--- config.mk ---
export PLATFORM = sky130hd
export DESIGN_NAME = mixcolumns_seq_flat
export DESIGN_NICKNAME = d
export VERILOG_FILES = /design/src/rtl/mixcolumns_seq_if.sv /design/src/rtl/mixcolumns_seq.sv /design/src/flat_wrapper.sv
export SDC_FILE = /design/constraint.sdc
export NUM_CORES = 1
export LEC_CHECK = 0
export ABC_AREA = 1
export BUFFER_PORTS_ARGS = -buffer_cell sky130_fd_sc_hd__buf_4
export CORE_MARGIN = 3
export CORE_UTILIZATION = 64
export DETAILED_ROUTE_END_ITERATION = 8
export PLACE_DENSITY_LB_ADDON = 0.2
export SLEW_MARGIN = 20
export SYNTH_ARGS = -nofsm -noshare
export SYNTH_HDL_FRONTEND = slang
export SYNTH_SLANG_ARGS = --single-unit
--- constraint.sdc ---
create_clock -name int_osc -period 24.4 [get_ports int_osc]
set_input_delay 4.88 -clock int_osc [delete_from_list [all_inputs] [get_ports int_osc]]
set_output_delay 4.88 -clock int_osc [all_outputs]
set_load 0.05 [all_outputs]
--- src/rtl/mixcolumns_seq_if.sv ---
// Handshake and state bus between the ShiftRows output, the MixColumns stage and the round controller.
// The master drives the start level and the shifted state; the slave returns the mixed state and status.
interface mixcolumns_seq_if;
    logic         colenable;
    logic [127:0] shiftedmatrix;
    logic [127:0] mixedmatrix;
    logic         colsdone;
    logic         colsbusy;

    modport master (
        output colenable,
        output shiftedmatrix,
        input  mixedmatrix,
        input  colsdone,
        input  colsbusy
    );

    modport slave (
        input  colenable,
        input  shiftedmatrix,
        output mixedmatrix,
        output colsdone,
        output colsbusy
    );
endinterface

--- src/rtl/mixcolumns_seq.sv ---
// AES MixColumns, COLS_PER_CYCLE columns per clock; result and colsdone arrive 1+4/C edges after start.
// No backpressure: a start is accepted only from IDLE, and starts seen while busy are dropped, not queued.
module mixcolumns_seq #(
    parameter int COLS_PER_CYCLE = 1
) (
    input  logic             int_osc,
    input  logic             reset,
    mixcolumns_seq_if.slave  bus
);

    localparam int NCOL = 4;

    if (COLS_PER_CYCLE != 1 && COLS_PER_CYCLE != 2 && COLS_PER_CYCLE != 4) begin : g_bad_cols
        $error("mixcolumns_seq: COLS_PER_CYCLE must be 1, 2 or 4");
    end

    typedef enum logic [1:0] {
        S_IDLE = 2'd0,
        S_RUN  = 2'd1,
        S_DONE = 2'd2
    } state_t;

    state_t       r_state;
    state_t       w_next;
    logic         r_en_q;
    logic [1:0]   r_idx;
    logic [127:0] r_work;
    logic [127:0] r_result;
    logic [127:0] r_mixed;
    logic         r_done;
    logic         r_busy;
    logic         w_start;
    logic         w_last;
    logic         w_load;
    logic         w_fin;

    function automatic logic [7:0] xtime(input logic [7:0] a);
        return {a[6:0], 1'b0} ^ (a[7] ? 8'h1b : 8'h00);
    endfunction

    // Column bytes a0..a3 are ordered top-down, a0 in the most significant byte.
    function automatic logic [31:0] mix_col(input logic [31:0] col);
        logic [7:0] a0, a1, a2, a3;
        logic [7:0] b0, b1, b2, b3;
        a0 = col[31:24];
        a1 = col[23:16];
        a2 = col[15:8];
        a3 = col[7:0];
        b0 = xtime(a0) ^ (xtime(a1) ^ a1) ^ a2 ^ a3;
        b1 = a0 ^ xtime(a1) ^ (xtime(a2) ^ a2) ^ a3;
        b2 = a0 ^ a1 ^ xtime(a2) ^ (xtime(a3) ^ a3);
        b3 = (xtime(a0) ^ a0) ^ a1 ^ a2 ^ xtime(a3);
        return {b0, b1, b2, b3};
    endfunction

    // Edge detect on the start level; a held level fires only once.
    assign w_start = bus.colenable & ~r_en_q;
    assign w_last  = (int'(r_idx) + COLS_PER_CYCLE) >= NCOL;

    always_ff @(posedge int_osc or posedge reset) begin
        if (reset) begin
            r_state <= S_IDLE;
        end else begin
            r_state <= w_next;
        end
    end

    always_comb begin
        w_next = r_state;
        w_load = 1'b0;
        w_fin  = 1'b0;
        case (r_state)
            S_IDLE: begin
                if (w_start) begin
                    w_next = S_RUN;
                    w_load = 1'b1;
                end
            end
            S_RUN: begin
                if (w_last) begin
                    w_next = S_DONE;
                end
            end
            S_DONE: begin
                w_next = S_IDLE;
                w_fin  = 1'b1;
            end
            default: w_next = S_IDLE;
        endcase
    end

    always_ff @(posedge int_osc or posedge reset) begin
        if (reset) begin
            r_en_q   <= 1'b0;
            r_idx    <= 2'd0;
            r_work   <= '0;
            r_result <= '0;
            r_mixed  <= '0;
            r_done   <= 1'b0;
            r_busy   <= 1'b0;
        end else begin
            r_en_q <= bus.colenable;
            r_done <= 1'b0;
            r_busy <= (w_next != S_IDLE);
            if (w_load) begin
                r_work <= bus.shiftedmatrix;
                r_idx  <= 2'd0;
            end
            if (r_state == S_RUN) begin
                for (int c = 0; c < NCOL; c++) begin
                    if (c >= int'(r_idx) && c < int'(r_idx) + COLS_PER_CYCLE) begin
                        r_result[127 - 32*c -: 32] <= mix_col(r_work[127 - 32*c -: 32]);
                    end
                end
                r_idx <= w_last ? 2'd0 : r_idx + 2'(COLS_PER_CYCLE);
            end
            if (w_fin) begin
                r_mixed <= r_result;
                r_done  <= 1'b1;
            end
        end
    end

    assign bus.mixedmatrix = r_mixed;
    assign bus.colsdone    = r_done;
    assign bus.colsbusy    = r_busy;

endmodule

--- src/flat_wrapper.sv ---
// flat-port wrapper written by rule: the top's interface ports become plain ports
module mixcolumns_seq_flat 
#(
    parameter int COLS_PER_CYCLE = 1
)
  (int_osc, reset, bus_colenable, bus_shiftedmatrix, bus_mixedmatrix, bus_colsdone, bus_colsbusy);
  mixcolumns_seq_if bus_i ();
  input  logic int_osc;
  input  logic reset;
  input wire logic [$bits(bus_i.colenable)-1:0] bus_colenable;
  input wire logic [$bits(bus_i.shiftedmatrix)-1:0] bus_shiftedmatrix;
  output wire logic [$bits(bus_i.mixedmatrix)-1:0] bus_mixedmatrix;
  output wire logic [$bits(bus_i.colsdone)-1:0] bus_colsdone;
  output wire logic [$bits(bus_i.colsbusy)-1:0] bus_colsbusy;
  assign bus_i.colenable = bus_colenable;
  assign bus_i.shiftedmatrix = bus_shiftedmatrix;
  assign bus_mixedmatrix = bus_i.mixedmatrix;
  assign bus_colsdone = bus_i.colsdone;
  assign bus_colsbusy = bus_i.colsbusy;
  mixcolumns_seq #(.COLS_PER_CYCLE(COLS_PER_CYCLE)) u_core (.int_osc(int_osc), .reset(reset), .bus(bus_i));
endmodule
==> metrics <==
Overflow after GRT=0; Die Y=190 um; number of global-route vias before repair=20500; wirelength, routed=61.2 mm; final setup vio count=0; Layout area overhead=15.8%; CTS Sinks=391; first-pass GRT wire length=100 mm; Tightest Pin Transition=1.07 ns; R2R cell count=5; TritonRoute pass-1 iters=6; Die W=190 um; CTS H-tree depth=2; Tmin final=6.94 ns; Warnings, synthesis=0; synth unique cells=25; status=complete, no violations; Clk Latency, worst-skew pair=0.53 ns; hold crit path type=register to register; EDFF count, synth=0; WL per Instance=15.6 um; Final Hold Fails=0; CTS Buf Count=41; Antenna Violating Nets Remaining=0; Detailed Route Iter0 Violations=2093; DP Wirelength=42.2 mm; largest buffer count on any clock path=3; RSZ-0062 raised after global routing=false; CP Data Required Time=24.93 ns; Hold Path End=u_core.bus.mixedmatrix[9]; fmax=144 MHz; die area=36000 um2; Post-Syn Area=21600 um2; top cell type by total area after synthesis=dfrtp_1; initial antenna violation count=1; critical path type=input port to asynchronous set/reset pin; area share of the largest cell type after synthesis=45.2%; Tot GR Track Use=33.8%; ranking of synthesized cells by area=dfrtp_1 45%, nand2_1 32%, nand3_1 6.6%, inv_1 3.6%, a21oi_1 3.0%; Vias=21900; IO Count=261; Via density=5.57; global placement routability congestion=0.919; final worst setup slack=17.46 ns; Peak supply drop=0.180 mV; Worst-path clk slew=0.06 ns; CTS tree=yes; Critical R2R Capture=u_core.bus.mixedmatrix[94]; DRC=0; cells after synthesis=3259; most used flip-flop cell after synthesis=dfrtp_1; type of origin of the critical path=input port; post-cts resize count=0; Seq/Total Area, Yosys=45.2%; r2r startpoint=u_core.r_state[0]; crit path DAT=7.46 ns; fin nets=3595; Mapped Nets=3394; CP Max Fanout=140; Worst R2R Setup Slack=21.38 ns; synthesized area per cell=6.64 um2; PortBufs=260; pwr dens=169 nW/um2; Pleak=0.0145 uW; CTS Hold Bufs=0; setup tns final=0 ns; row count=66; max-cap violations=0; buffer count from post-CTS setup fixing=0; final period utilization=28.4%; Yosys reg bits=391; Synth async-reset ratio=100%; layout cells sized above 1=9.80%; largest net degree at the start of global routing=259; slew margin rel.=28.8%; Post-Place Cells=3859; Hold Path Depth=2; Core Area=32900 um2; max-slew violations=0; Worst Hold Launch=u_core.r_result[9]; Worst setup EP type=asynchronous set/reset pin; clock skew=0.0147 ns; Post-Layout Cell Count=3933; dpl ws=16.79 ns; Initial Util=65.6%; clock root buffer=clkbuf_16
-- synth_stat cells (all sizes together) (8+ instances only) --
cell,n
clkbuf,25
buf,85
clkinv,12
a21oi,130
dfrtp,391
inv,209
xnor2,19
nand2,1852
o21ai,76
nor2,146
nand3,286
nand3b,8
xor2,15
-- state kept, by name, indices dropped and copies added (netlist names) --
signal	count
u_core.r_state	2
u_core.bus.colsbusy	1
u_core.r_idx	2
u_core.r_work	128
u_core.bus.colsdone	1
u_core.r_result	128
u_core.bus.mixedmatrix	128
u_core.r_en_q	1
-- how the worst max path moves through the flow --
stage | start | end | cells after the start
after floorplan | reset | u_core.bus.colsbusy | 1
after global routing | reset | u_core.r_result[81] | 4
after detailed placement | reset | u_core.bus.mixedmatrix[64] | 4
after global placement | reset | u_core.bus.mixedmatrix[64] | 4
final | reset | u_core.bus.mixedmatrix[82] | 4
after CTS | reset | u_core.bus.mixedmatrix[105] | 4
-- where the power goes --
| group | internal [uW] | total (uW) | leakage (uW) | switching [uW] |
|---|---|---|---|---|
| clock | 390 | 648 | 0.000674 | 258 |
| sequential | 955 | 1270 | 0.00468 | 317 |
| combinational | 704 | 2300 | 0.00910 | 1600 |
-- routing by layer --
layer  global-route usage (%)  wire, um
met1                     46.6     25000
met2                     54.4     28200
met3                     5.62      5590
met4                     12.2      2390
met5                        0         0
-- metrics by stage --
stage	instance area (um2)	power [uW]	util (%)	hold slack, ns
floorplan	21600	2920	-	0.449
global placement	23600	3410	71.8	0.454
detailed placement	23600	3510	71.8	0.460
CTS	25000	4190	76.0	0.466
global route	25000	4580	76.0	0.490
finish	25000	4220	76.0	0.465
-- final cells by class --
cell class	count	area, um2
multi-input cells	2537	10400
flip-flops and latches	391	9780
fillers	2474	7910
repair buffers	268	2020
clock buffers	61	1190
inverters	221	840
well taps	442	553
clock inverters	12	194
diodes	1	2.50
-- layout by cell type, fill, tap and decap left out, drive strengths merged --
| cell type | n |
|---|---|
| ha | 4 |
| dfrtp | 391 |
| nor2 | 146 |
| nand3 | 286 |
| clkinvlp | 2 |
| bufinv | 5 |
| nand3b | 8 |
| xnor2 | 19 |
| clkinv | 17 |
| buf | 268 |
| nand2 | 1852 |
| mux2 | 1 |
| o21ai | 76 |
| xor2 | 15 |
| clkbuf | 61 |
| a21oi | 130 |
| inv | 209 |
| diode | 1 |
-- kinds of logic (layout without fill, tap and decap cells) --
kind of cell	count (synthesis)	after routing	synth area share, %
AOI/OAI and AO/OA	206	206	4.77
xor gates and xnor gates	34	34	1.38
adders and majority gates	4	4	0.231
buffers and inverters	331	562	6.48
DFF	391	391	45.2
muxes	1	1	0.0521
other	0	1	0
and+or+nand+nor	2292	2292	41.8
-- worst max-delay path, cell delays in order --
cell and delay, ns:
buf_4 0.13, inv_8 0.66, buf_4 0.83, buf_4 0.85
Note: power is estimated with default switching activity, not from simulation.
